==> src/rtl/raptor64_pkg.sv <==
`default_nettype none
// ============================================================================
//  Module   : raptor64_pkg
//  Purpose  : Shared constants for the Raptor64 operand-bypass slice:
//             default datapath and register-number widths and the hard-wired
//             zero register number.
//  Ports    : none (package)
//  Revision : 1.0 - initial release
// ============================================================================
package raptor64_pkg;

    // Default widths of the stage-record fields (data and register number).
    localparam int DW_DEF   = 64;
    localparam int RW_DEF   = 5;

    // r0 reads as zero, is never forwarded and never written.
    localparam int REG_ZERO = 0;

endpackage
`default_nettype wire

==> src/rtl/raptor64_operand_bypass_if.sv <==
`default_nettype none
// ============================================================================
//  Module   : raptor64_operand_bypass_if
//  Purpose  : Bundles the decode, register-file, execute and memory-stage
//             signals feeding the operand-bypass stage, plus its outputs.
//  Ports    : master - pipeline side (drives sources, X/M info, reads results)
//             slave  - bypass stage (reads sources, drives operands/write port)
//  Revision : 1.0 - initial release
// ============================================================================
interface raptor64_operand_bypass_if #(
    parameter int DW = raptor64_pkg::DW_DEF,
    parameter int RW = raptor64_pkg::RW_DEF
);
    logic          adv_i;
    logic [RW-1:0] d_ra_i;
    logic [RW-1:0] d_rb_i;
    logic [DW-1:0] rfo_a_i;
    logic [DW-1:0] rfo_b_i;
    logic          x_valid_i;
    logic [RW-1:0] x_rt_i;
    logic [DW-1:0] x_res_i;
    logic          x_load_i;
    logic          m_ld_done_i;
    logic [DW-1:0] m_ld_data_i;
    logic [DW-1:0] a_o;
    logic [DW-1:0] b_o;
    logic          stall_o;
    logic          w_we_o;
    logic [RW-1:0] w_rt_o;
    logic [DW-1:0] w_data_o;

    modport master (
        output adv_i, d_ra_i, d_rb_i, rfo_a_i, rfo_b_i,
               x_valid_i, x_rt_i, x_res_i, x_load_i,
               m_ld_done_i, m_ld_data_i,
        input  a_o, b_o, stall_o, w_we_o, w_rt_o, w_data_o
    );

    modport slave (
        input  adv_i, d_ra_i, d_rb_i, rfo_a_i, rfo_b_i,
               x_valid_i, x_rt_i, x_res_i, x_load_i,
               m_ld_done_i, m_ld_data_i,
        output a_o, b_o, stall_o, w_we_o, w_rt_o, w_data_o
    );
endinterface
`default_nettype wire

==> src/rtl/raptor64_operand_bypass_fwd_sel.sv <==
`default_nettype none
// ============================================================================
//  Module   : raptor64_fwd_sel
//  Purpose  : Per-operand forwarding mux. Picks the newest value of one source
//             register from X, M, W or the register file, and flags when that
//             value is a load result that is not available yet.
//  Ports    : src/rfo           - source register and its regfile read data
//             x_*/m_*/w_*       - in-flight stage records
//             m_wait            - M holds a load whose data has not arrived
//             val/stall         - selected operand and stall term
//  Revision : 1.0 - initial release
// ============================================================================
module raptor64_fwd_sel
    import raptor64_pkg::*;
#(
    parameter int DW = DW_DEF,
    parameter int RW = RW_DEF
) (
    input  logic [RW-1:0] src,
    input  logic [DW-1:0] rfo,
    input  logic          x_valid,
    input  logic [RW-1:0] x_rt,
    input  logic [DW-1:0] x_res,
    input  logic          x_load,
    input  logic          m_valid,
    input  logic [RW-1:0] m_rt,
    input  logic [DW-1:0] m_data,
    input  logic          m_wait,
    input  logic          w_valid,
    input  logic [RW-1:0] w_rt,
    input  logic [DW-1:0] w_data,
    output logic [DW-1:0] val,
    output logic          stall
);
    localparam logic [RW-1:0] ZERO = RW'(REG_ZERO);

    logic x_hit;
    logic m_hit;
    logic w_hit;

    // A hit already implies src != r0 because the target must be nonzero.
    assign x_hit = x_valid && (x_rt == src) && (x_rt != ZERO);
    assign m_hit = m_valid && (m_rt == src) && (m_rt != ZERO);
    assign w_hit = w_valid && (w_rt == src) && (w_rt != ZERO);

    always_comb begin
        val = rfo;
        if (src == ZERO) begin
            val = '0;
        end else if (x_hit) begin
            val = x_res;
        end else if (m_hit) begin
            val = m_data;
        end else if (w_hit) begin
            // W beats the regfile: the regfile reads before it writes.
            val = w_data;
        end
    end

    assign stall = (x_hit && x_load) || (m_hit && m_wait);

endmodule
`default_nettype wire

==> src/rtl/raptor64_operand_bypass.sv <==
`default_nettype none
// ============================================================================
//  Module   : raptor64_operand_bypass
//  Purpose  : Operand-forwarding and result-pipeline stage for the Raptor64
//             execute datapaths. Registers forwarded operands a/b, carries X
//             results through M and W to the register-file write port, and
//             raises a load-use stall.
//  Ports    : clk_i, rst_i - clock, synchronous active-high reset
//             bus (slave)  - sources, regfile data, X/M info, operands,
//                            stall and register-file write port
//  Revision : 1.0 - initial release
// ============================================================================
module raptor64_operand_bypass
    import raptor64_pkg::*;
#(
    parameter int DW = DW_DEF,
    parameter int RW = RW_DEF
) (
    input  logic                          clk_i,
    input  logic                          rst_i,
    raptor64_operand_bypass_if.slave      bus
);
    localparam logic [RW-1:0] ZERO = RW'(REG_ZERO);

    // M stage record
    logic          m_valid;
    logic [RW-1:0] m_rt;
    logic [DW-1:0] m_data;
    logic          m_load;
    // W stage record plus registered write strobe
    logic          w_valid;
    logic [RW-1:0] w_rt;
    logic [DW-1:0] w_data;
    logic          w_we;
    // execute operands
    logic [DW-1:0] a_q;
    logic [DW-1:0] b_q;

    logic          m_done;
    logic          m_wait;
    logic [DW-1:0] m_fwd_data;
    logic [DW-1:0] fwd_a;
    logic [DW-1:0] fwd_b;
    logic          stall_a;
    logic          stall_b;
    logic          stall;

    // Load data arriving this cycle is forwarded straight away, so a
    // dependent instruction does not wait an extra cycle for M to capture it.
    assign m_done     = m_load && bus.m_ld_done_i;
    assign m_wait     = m_load && !bus.m_ld_done_i;
    assign m_fwd_data = m_done ? bus.m_ld_data_i : m_data;

    raptor64_fwd_sel #(.DW(DW), .RW(RW)) u_fwd_a (
        .src     (bus.d_ra_i),
        .rfo     (bus.rfo_a_i),
        .x_valid (bus.x_valid_i),
        .x_rt    (bus.x_rt_i),
        .x_res   (bus.x_res_i),
        .x_load  (bus.x_load_i),
        .m_valid (m_valid),
        .m_rt    (m_rt),
        .m_data  (m_fwd_data),
        .m_wait  (m_wait),
        .w_valid (w_valid),
        .w_rt    (w_rt),
        .w_data  (w_data),
        .val     (fwd_a),
        .stall   (stall_a)
    );

    raptor64_fwd_sel #(.DW(DW), .RW(RW)) u_fwd_b (
        .src     (bus.d_rb_i),
        .rfo     (bus.rfo_b_i),
        .x_valid (bus.x_valid_i),
        .x_rt    (bus.x_rt_i),
        .x_res   (bus.x_res_i),
        .x_load  (bus.x_load_i),
        .m_valid (m_valid),
        .m_rt    (m_rt),
        .m_data  (m_fwd_data),
        .m_wait  (m_wait),
        .w_valid (w_valid),
        .w_rt    (w_rt),
        .w_data  (w_data),
        .val     (fwd_b),
        .stall   (stall_b)
    );

    assign stall = stall_a || stall_b;

    always_ff @(posedge clk_i) begin
        if (rst_i) begin
            m_valid <= 1'b0;
            m_rt    <= '0;
            m_data  <= '0;
            m_load  <= 1'b0;
            w_valid <= 1'b0;
            w_rt    <= '0;
            w_data  <= '0;
            w_we    <= 1'b0;
            a_q     <= '0;
            b_q     <= '0;
        end else if (bus.adv_i) begin
            // On a stall the operands hold while older stages keep draining.
            if (!stall) begin
                a_q <= fwd_a;
                b_q <= fwd_b;
            end
            m_valid <= bus.x_valid_i;
            m_rt    <= bus.x_rt_i;
            m_data  <= bus.x_res_i;
            m_load  <= bus.x_load_i;
            w_valid <= m_valid;
            w_rt    <= m_rt;
            w_data  <= m_fwd_data;
            w_we    <= m_valid && (m_rt != ZERO);
        end else begin
            // Frozen: stage records hold, but the write strobe must be a
            // single pulse per retiring instruction, so it drops here.
            w_we <= 1'b0;
            if (m_done) begin
                m_data <= bus.m_ld_data_i;
                m_load <= 1'b0;
            end
        end
    end

    assign bus.a_o      = a_q;
    assign bus.b_o      = b_q;
    assign bus.stall_o  = stall;
    assign bus.w_we_o   = w_we;
    assign bus.w_rt_o   = w_rt;
    assign bus.w_data_o = w_data;

endmodule
`default_nettype wire

==> src/flat_wrapper.sv <==
// flat-port wrapper written by rule: the top's interface ports become plain ports
module raptor64_operand_bypass_flat import raptor64_pkg::*;
#(
    parameter int DW = DW_DEF,
    parameter int RW = RW_DEF
)
  (clk_i, rst_i, bus_adv_i, bus_d_ra_i, bus_d_rb_i, bus_rfo_a_i, bus_rfo_b_i, bus_x_valid_i, bus_x_rt_i, bus_x_res_i, bus_x_load_i, bus_m_ld_done_i, bus_m_ld_data_i, bus_a_o, bus_b_o, bus_stall_o, bus_w_we_o, bus_w_rt_o, bus_w_data_o);
  raptor64_operand_bypass_if #(.DW(DW), .RW(RW)) bus_i ();
  input  logic clk_i;
  input  logic rst_i;
  input wire logic [$bits(bus_i.adv_i)-1:0] bus_adv_i;
  input wire logic [$bits(bus_i.d_ra_i)-1:0] bus_d_ra_i;
  input wire logic [$bits(bus_i.d_rb_i)-1:0] bus_d_rb_i;
  input wire logic [$bits(bus_i.rfo_a_i)-1:0] bus_rfo_a_i;
  input wire logic [$bits(bus_i.rfo_b_i)-1:0] bus_rfo_b_i;
  input wire logic [$bits(bus_i.x_valid_i)-1:0] bus_x_valid_i;
  input wire logic [$bits(bus_i.x_rt_i)-1:0] bus_x_rt_i;
  input wire logic [$bits(bus_i.x_res_i)-1:0] bus_x_res_i;
  input wire logic [$bits(bus_i.x_load_i)-1:0] bus_x_load_i;
  input wire logic [$bits(bus_i.m_ld_done_i)-1:0] bus_m_ld_done_i;
  input wire logic [$bits(bus_i.m_ld_data_i)-1:0] bus_m_ld_data_i;
  output wire logic [$bits(bus_i.a_o)-1:0] bus_a_o;
  output wire logic [$bits(bus_i.b_o)-1:0] bus_b_o;
  output wire logic [$bits(bus_i.stall_o)-1:0] bus_stall_o;
  output wire logic [$bits(bus_i.w_we_o)-1:0] bus_w_we_o;
  output wire logic [$bits(bus_i.w_rt_o)-1:0] bus_w_rt_o;
  output wire logic [$bits(bus_i.w_data_o)-1:0] bus_w_data_o;
  assign bus_i.adv_i = bus_adv_i;
  assign bus_i.d_ra_i = bus_d_ra_i;
  assign bus_i.d_rb_i = bus_d_rb_i;
  assign bus_i.rfo_a_i = bus_rfo_a_i;
  assign bus_i.rfo_b_i = bus_rfo_b_i;
  assign bus_i.x_valid_i = bus_x_valid_i;
  assign bus_i.x_rt_i = bus_x_rt_i;
  assign bus_i.x_res_i = bus_x_res_i;
  assign bus_i.x_load_i = bus_x_load_i;
  assign bus_i.m_ld_done_i = bus_m_ld_done_i;
  assign bus_i.m_ld_data_i = bus_m_ld_data_i;
  assign bus_a_o = bus_i.a_o;
  assign bus_b_o = bus_i.b_o;
  assign bus_stall_o = bus_i.stall_o;
  assign bus_w_we_o = bus_i.w_we_o;
  assign bus_w_rt_o = bus_i.w_rt_o;
  assign bus_w_data_o = bus_i.w_data_o;
  raptor64_operand_bypass #(.DW(DW), .RW(RW)) u_core (.clk_i(clk_i), .rst_i(rst_i), .bus(bus_i));
endmodule
==> config.mk <==
export PLATFORM = sky130hd
export DESIGN_NAME = raptor64_operand_bypass_flat
export DESIGN_NICKNAME = d
export VERILOG_FILES = /design/src/rtl/raptor64_pkg.sv /design/src/rtl/raptor64_operand_bypass_if.sv /design/src/rtl/raptor64_operand_bypass_fwd_sel.sv /design/src/rtl/raptor64_operand_bypass.sv /design/src/flat_wrapper.sv
export SDC_FILE = /design/constraint.sdc
export NUM_CORES = 1
export LEC_CHECK = 0
export CORE_MARGIN = 5
export CORE_UTILIZATION = 48
export CTS_CLUSTER_DIAMETER = 80
export DETAILED_ROUTE_END_ITERATION = 10
export GPL_ROUTABILITY_DRIVEN = 0
export GPL_TIMING_DRIVEN = 1
export PLACE_DENSITY = 0.93
export REMOVE_ABC_BUFFERS = 1
export SYNTH_ARGS = -nofsm -noshare
export SYNTH_HDL_FRONTEND = slang
export SYNTH_SLANG_ARGS = --single-unit
==> constraint.sdc <==
create_clock -name clk_i -period 2.84 [get_ports clk_i]
set_input_delay 0.284 -clock clk_i [delete_from_list [all_inputs] [get_ports clk_i]]
set_output_delay 0.284 -clock clk_i [all_outputs]
set_load 0.02 [all_outputs]
==> run metrics, run 1 <==
initial antenna violation count=0; gr usage total=0.329; fin cells=2566; CTS H-tree depth=1; Port Buffers=475; DR vias=17200; Initial Util=0.485; Synth Area in Compound Gates=0.443; Mapped Cells=1725; drt total wl=63900 µm; Simple-Gate Fraction of Synth Area=0.0608; crit-path max FO=5; clock slew at reported path FFs=0.06 ns; Netlist cell types=33; commonest cells after routing, fill and taps aside=472 x clkdlybuf4s50_1, 268 x dfxtp_1, 209 x nor2_1; CTS resizes=6; worst slack, placed=-0.114 ns; # DRC=0; CP required=2.56 ns; ANT cells=0; commonest non-fill, non-tap cell in the layout=clkdlybuf4s50_1; critical-path cell list=or4_1 -> o21ai_4 -> a211oi_1 -> or2_2 -> dlygate4sd2_1; vias in the first global route=17800; synth top area cells=dfxtp_1 34%, o32ai_2 12%, a211oi_1 8.1%; share of cells above drive strength 1=0.125; cell accounting for the most synthesized area=dfxtp_1; crit share post-route=0.955; Synth top area share=0.344; EDFF count, synth=0; Max stage delay on crit path=0.60 ns; Avg Inst Size Synth=9.12 µm²; largest net degree at the start of global routing=138; total congestion overflow=0; Layout Skew=0.0120 ns; First-pass DRT Iterations=8; unrepaired setup endpoints after global routing=no; Die ar.=36500 µm²; MaxCap Viol Count=0; number of synthesized register bits=270; power per cell area=483 nW/µm²; peak supply drop=0.000440 V; core region area=32500 µm²; Syn. warnings=0; area grow syn2layout=40.7%; CP Capture Type=primary output; root buffer cell=clkbuf_16; Adder-Cell Fraction of Synth Area=0; predominant post-synthesis flop cell=dfxtp_1; main combinational cell family by area after synthesis=compound AO/OA/AOI/OAI gates; hold_buf cts=0; min Tclk post-route=2.71 ns; Finished Core Util=0.682; critical path data arrival time=2.43 ns; area of the mapped netlist=15700 µm²; first-pass GRT wire length=97500 µm; Final Hold Viols=0; XOR/XNOR Fraction of Synth Area=0.0167; CTS sink cnt=270; cell count after placement=2514; Detailed Place HPWL=41600 µm; asr flop ratio synth=0; max-slew violations=0; Slew HR=0.457; Final WS setup=0.126 ns; First DRT Iteration DRCs=1607; clock buffer depth=3; critical path class=register to primary output; status=completed; # rows=66; Seq/Total Area, Yosys=0.344; vias per cell=6.68; Die Span X=191 µm; worst-margin pin slew=0.815 ns; CTS tree=yes; Final ANT Viol Nets=0; Max Fclk=369 MHz; Final Total Pwr=10.7 mW; worst skew pair latency=0.56 ns; mux share of post-synthesis cell area=0.0483; Post-CTS Setup Bufs=0; CP max-delay cell=or4_1; Top-Level Pins=476; Final setup viols=0; Chip Height=191 µm; setup_tns=0 ns; CTS Buf Count=29; leak pwr=9.17 nW; Final nets=2380; Hold Crit Class=input port to register; type of origin of the critical path=register; Routed wire per std cell=24.9 µm
power by group:
group | switching (mW) | leakage [nW] | internal, mW
Combinational | 1.30 | 6.46 | 1.22
Sequential | 0.196 | 2.23 | 4.04
Clock | 1.62 | 0.489 | 2.32
synthesized netlist by cell type, types with 2 or more instances:
| library cell | count |
|---|---|
| a211o_1 | 23 |
| a211oi_1 | 170 |
| a21o_1 | 105 |
| a21oi_1 | 88 |
| a22oi_1 | 23 |
| a2bb2oi_1 | 105 |
| buf_1 | 13 |
| buf_2 | 18 |
| buf_6 | 13 |
| clkbuf_1 | 159 |
| dfxtp_1 | 270 |
| inv_1 | 131 |
| mux2i_1 | 76 |
| nand2_1 | 8 |
| nand3_1 | 4 |
| nor2_1 | 211 |
| nor3_1 | 5 |
| nor4_1 | 2 |
| o21ai_1 | 2 |
| o31a_1 | 128 |
| o32ai_1 | 8 |
| o32ai_2 | 120 |
| or4_1 | 5 |
| xnor2_1 | 25 |
| xor2_1 | 5 |
layer usage:
metal  GRT usage  vias up  part of all wire
li1            -     7271                 -
met4       0.224        0             0.075
met5           0        -                 0
met1       0.387     8012              0.35
met2       0.531     1471              0.46
met3      0.0814      398              0.12
layout make-up:
type / count / area (µm²)
fill: 2243 / 10300
multi-input combinational: 1121 / 9080
timing repair buffer: 550 / 5630
sequential: 270 / 5410
clock buffer: 41 / 841
tap: 442 / 553
inverter: 131 / 492
clock inverter: 11 / 138
kinds of logic (layout without fill, tap and decap cells):
kind of cell | after synthesis | in the layout
compound gates | 775 | 775
xor+xnor | 30 | 30
flops | 270 | 270
mux | 76 | 76
buf+inv | 334 | 733
simple gates | 240 | 240
flip-flops by register name (all words and copies together) (netlist names):
name                 flops
u_core.m_data           64
u_core.bus.b_o          64
u_core.m_valid           1
u_core.m_load            1
u_core.bus.w_we_o        1
u_core.bus.w_data_o     64
u_core.bus.w_rt_o        5
u_core.m_rt              5
u_core.bus.a_o          64
u_core.w_valid           1
worst max-delay path, delay by kind of cell, from the launching register on:
family	cells	cell delay (ns)
AO/OA/AOI/OAI	2	0.30
buffers and inverters	1	0.33
flip-flops	1	0.36
AND/OR/NAND/NOR	2	0.89
path summary, 6_finish.rpt:
kind	slack (ns)	cells after the start	start	to
hold reg to reg	0.47	2	u_core.bus.b_o[23]$_SDFFE_PP0P_	u_core.bus.b_o[23]$_SDFFE_PP0P_
setup reg to reg	0.19	7	u_core.m_rt[4]$_SDFFE_PP0P_	u_core.bus.b_o[42]$_SDFFE_PP0P_
setup / recovery	0.13	5	u_core.m_rt[4]$_SDFFE_PP0P_	bus_stall_o
hold / removal	0.13	2	rst_i	u_core.bus.w_rt_o[4]$_SDFFE_PP0P_
stage by stage:
| step | hold WS, ns | area (µm²) |
|---|---|---|
| 2_1_floorplan | 0.356 | 14900 |
| 3_3_place_gp | 0.450 | 21100 |
| 3_5_place_dp | 0.460 | 21100 |
| 4_1_cts | 0.116 | 22100 |
| 5_1_grt | 0.138 | 22100 |
| 6_report | 0.134 | 22100 |
No activity file was read; power rests on OpenSTA's default activity.
==> run 2: changes to the inputs <==
Settings changed: HOLD_SLACK_MARGIN set to 0.12.
==> run 2 against run 1 <==
  * First-iteration DRC count is 8.8% lower
  * Utilization hardly changed
  * Sequential share of layout area hardly changed
  * Flip-flop and latch count stayed put
  * Fmax hardly changed
  * Combinational power hardly changed
  * Non-clock buffer count is 1 higher
  * Critical path depth stayed put
==> run metrics, run 2 (synthesis results as in run 1) <==
Final Hold Viols=0 (unchanged); worst setup path start=u_core.m_rt[4]$_SDFFE_PP0P_; MaxCap Viol Count=0 (unchanged); Routed wire per std cell=24.9 µm (about the same); total congestion overflow=0 (unchanged); filler instances=2238 (-0.22%); status=completed; critical path data arrival time=2.43 ns (about the same); Post-CTS Setup Bufs=0 (unchanged); Final ANT Viol Nets=0 (unchanged); Switching Fraction=0.291 (about the same); clock buffer depth=3 (unchanged); worst r2r src=u_core.m_rt[4]$_SDFFE_PP0P_; Max stage delay on crit path=0.61 ns (about the same); RR Endpoint=u_core.bus.b_o[42]$_SDFFE_PP0P_; unrepaired setup endpoints after global routing=no; # DRC=0 (unchanged); hold_sp=bus_adv_i; met1 Use GR=0.386 (-0.000682); critical-path cell list=or4_1 -> o21ai_4 -> a211oi_1 -> or2_2 -> dlygate4sd2_1; setup_tns=0 ns (unchanged); Die Span X=191 µm (unchanged); CTS Buf Count=29 (unchanged); Reg power frac=0.396 (about the same); CTS H-tree depth=1 (unchanged); ANT cells=0 (unchanged); # rows=66 (unchanged); Top-Level Pins=476 (unchanged); Detailed Place HPWL=41600 µm (unchanged); root buffer cell=clkbuf_16; First-pass DRT Iterations=5 (-3); vias per cell=6.66 (-0.37%); Clock power frac=0.369 (about the same); met3 Use GR=0.0831 (+0.00164); drt total wl=63900 µm (about the same); Port Buffers=475 (unchanged); worst hold slack=0.216 ns (+0.0814 ns); layer with the highest usage=met2; Hold Crit Class=input port to register; FF-to-FF path depth=7 (unchanged); CP Capture Type=primary output; commonest cells after routing, fill and taps aside=472 x clkdlybuf4s50_1, 268 x dfxtp_1, 209 x nor2_1; worst-margin pin slew=0.788 ns (-0.0270 ns); worst slack, placed=-0.114 ns (unchanged); GR Util met2=0.532 (+0.000821); Chip Height=191 µm (unchanged); first-pass GRT wire length=97700 µm (+0.11%); Logic pwr share=0.236 (about the same); Layout Skew=0.0133 ns (+0.00128 ns); Slew HR=0.475 (+0.0180); crit-path max FO=5 (unchanged); Psw=3.11 mW (about the same); Max Fclk=368 MHz (about the same); CP endpoint=bus_stall_o; power per cell area=483 nW/µm² (about the same); Initial Util=0.485 (unchanged); critical path class=register to primary output; Final nets=2381 (+0.042%); Final WS setup=0.126 ns (-0.000802 ns); CTS sink cnt=270 (unchanged); min Tclk post-route=2.71 ns (+0.000802 ns); Die ar.=36500 µm² (unchanged); r2r setup slk=0.18 ns (about the same); type of origin of the critical path=register; initial antenna violation count=0 (unchanged); Finished Core Util=0.683 (about the same); core region area=32500 µm² (unchanged); Final setup viols=0 (unchanged); share of cells above drive strength 1=0.125 (about the same); commonest non-fill, non-tap cell in the layout=clkdlybuf4s50_1; DR vias=17100 (-0.33%); leak pwr=9.18 nW (about the same); First DRT Iteration DRCs=1465 (-8.8%); gr usage total=0.330 (+0.000347); area grow syn2layout=40.8% (about the same); vias in the first global route=17800 (+0.022%); CP max-delay cell=or4_1; peak supply drop=0.000444 V (+0.85%); CTS tree=yes; clock slew at reported path FFs=0.06 ns (about the same); largest net degree at the start of global routing=138 (unchanged); worst skew pair latency=0.56 ns (about the same); max-slew violations=0 (unchanged); Internal=7.59 mW (about the same); CP required=2.56 ns (about the same); crit share post-route=0.956 (about the same)
==> run 2: cell count changes in the layout (fill, tap and decap cells not counted), sizes merged <==
cell / before / now
dlygate4sd3: 0 / 1
==> run 2: power by group through the flow <==
stage                     combinational [mW]  sequential (mW)  clock, mW
after floorplan                         1.03             4.48          0
after global placement                  2.39             4.29          0
after detailed placement                2.45             4.30          0
after CTS                               2.49             4.22       3.97
after global routing                    2.65             4.25       4.13
final                                   2.52             4.23       3.94
==> run 2: worst min-delay path by stage <==
stage | end | slack (ns) | depth (start not counted)
after floorplan | u_core.bus.w_rt_o[0]$_SDFFE_PP0P_ | 0.36 | 1
after CTS | u_core.bus.w_data_o[52]$_SDFFE_PP0P_ | 0.18 | 2
after detailed placement | u_core.bus.a_o[51]$_SDFFE_PP0P_ | 0.46 | 2
after global routing | u_core.bus.w_data_o[1]$_SDFFE_PP0P_ | 0.21 | 2
final | u_core.bus.w_data_o[1]$_SDFFE_PP0P_ | 0.22 | 2
after global placement | u_core.bus.a_o[63]$_SDFFE_PP0P_ | 0.45 | 2
==> run 2: routing by layer <==
metal | routed length [µm] | share of wire | up-vias
met4 | 4990 | 0.078 | 0
li1 | - | - | 7273
met2 | 28900 | 0.45 | 1445
met3 | 7960 | 0.12 | 391
met5 | 0 | 0 | -
met1 | 22100 | 0.35 | 7987
==> run 2: critical path, delay by kind of cell (launching register included) <==
family | cells | cell delay (ns)
buf+inv | 1 | 0.33
compound gates | 2 | 0.29
simple gates | 2 | 0.90
flops | 1 | 0.36
==> run 2: area by class of cell <==
type / count / area [µm²] / area share
repair buffers: 551 / 5640 / 0.255
clock buffers: 41 / 841 / 0.0380
inverters: 131 / 492 / 0.0222
multi-input cells: 1121 / 9080 / 0.410
flip-flops and latches: 270 / 5410 / 0.244
clock inverters: 11 / 138 / 0.00621
well taps: 442 / 553 / 0.0250
==> run 2: metrics by stage <==
step           std cells  instance area, µm²  total power [mW]
2_1_floorplan       1522               14900              5.51
3_3_place_gp        2514               21100              6.68
3_5_place_dp        2514               21100              6.75
4_1_cts             2567               22200              10.7
5_1_grt             2567               22200              11.0
6_report            2567               22200              10.7
==> run 2: what timing repair did <==
item	in CTS	in global routing
resized for setup	6	0
hold buffers	1	0
setup endpoints to repair	1	0
hold endpoints to repair	7	0
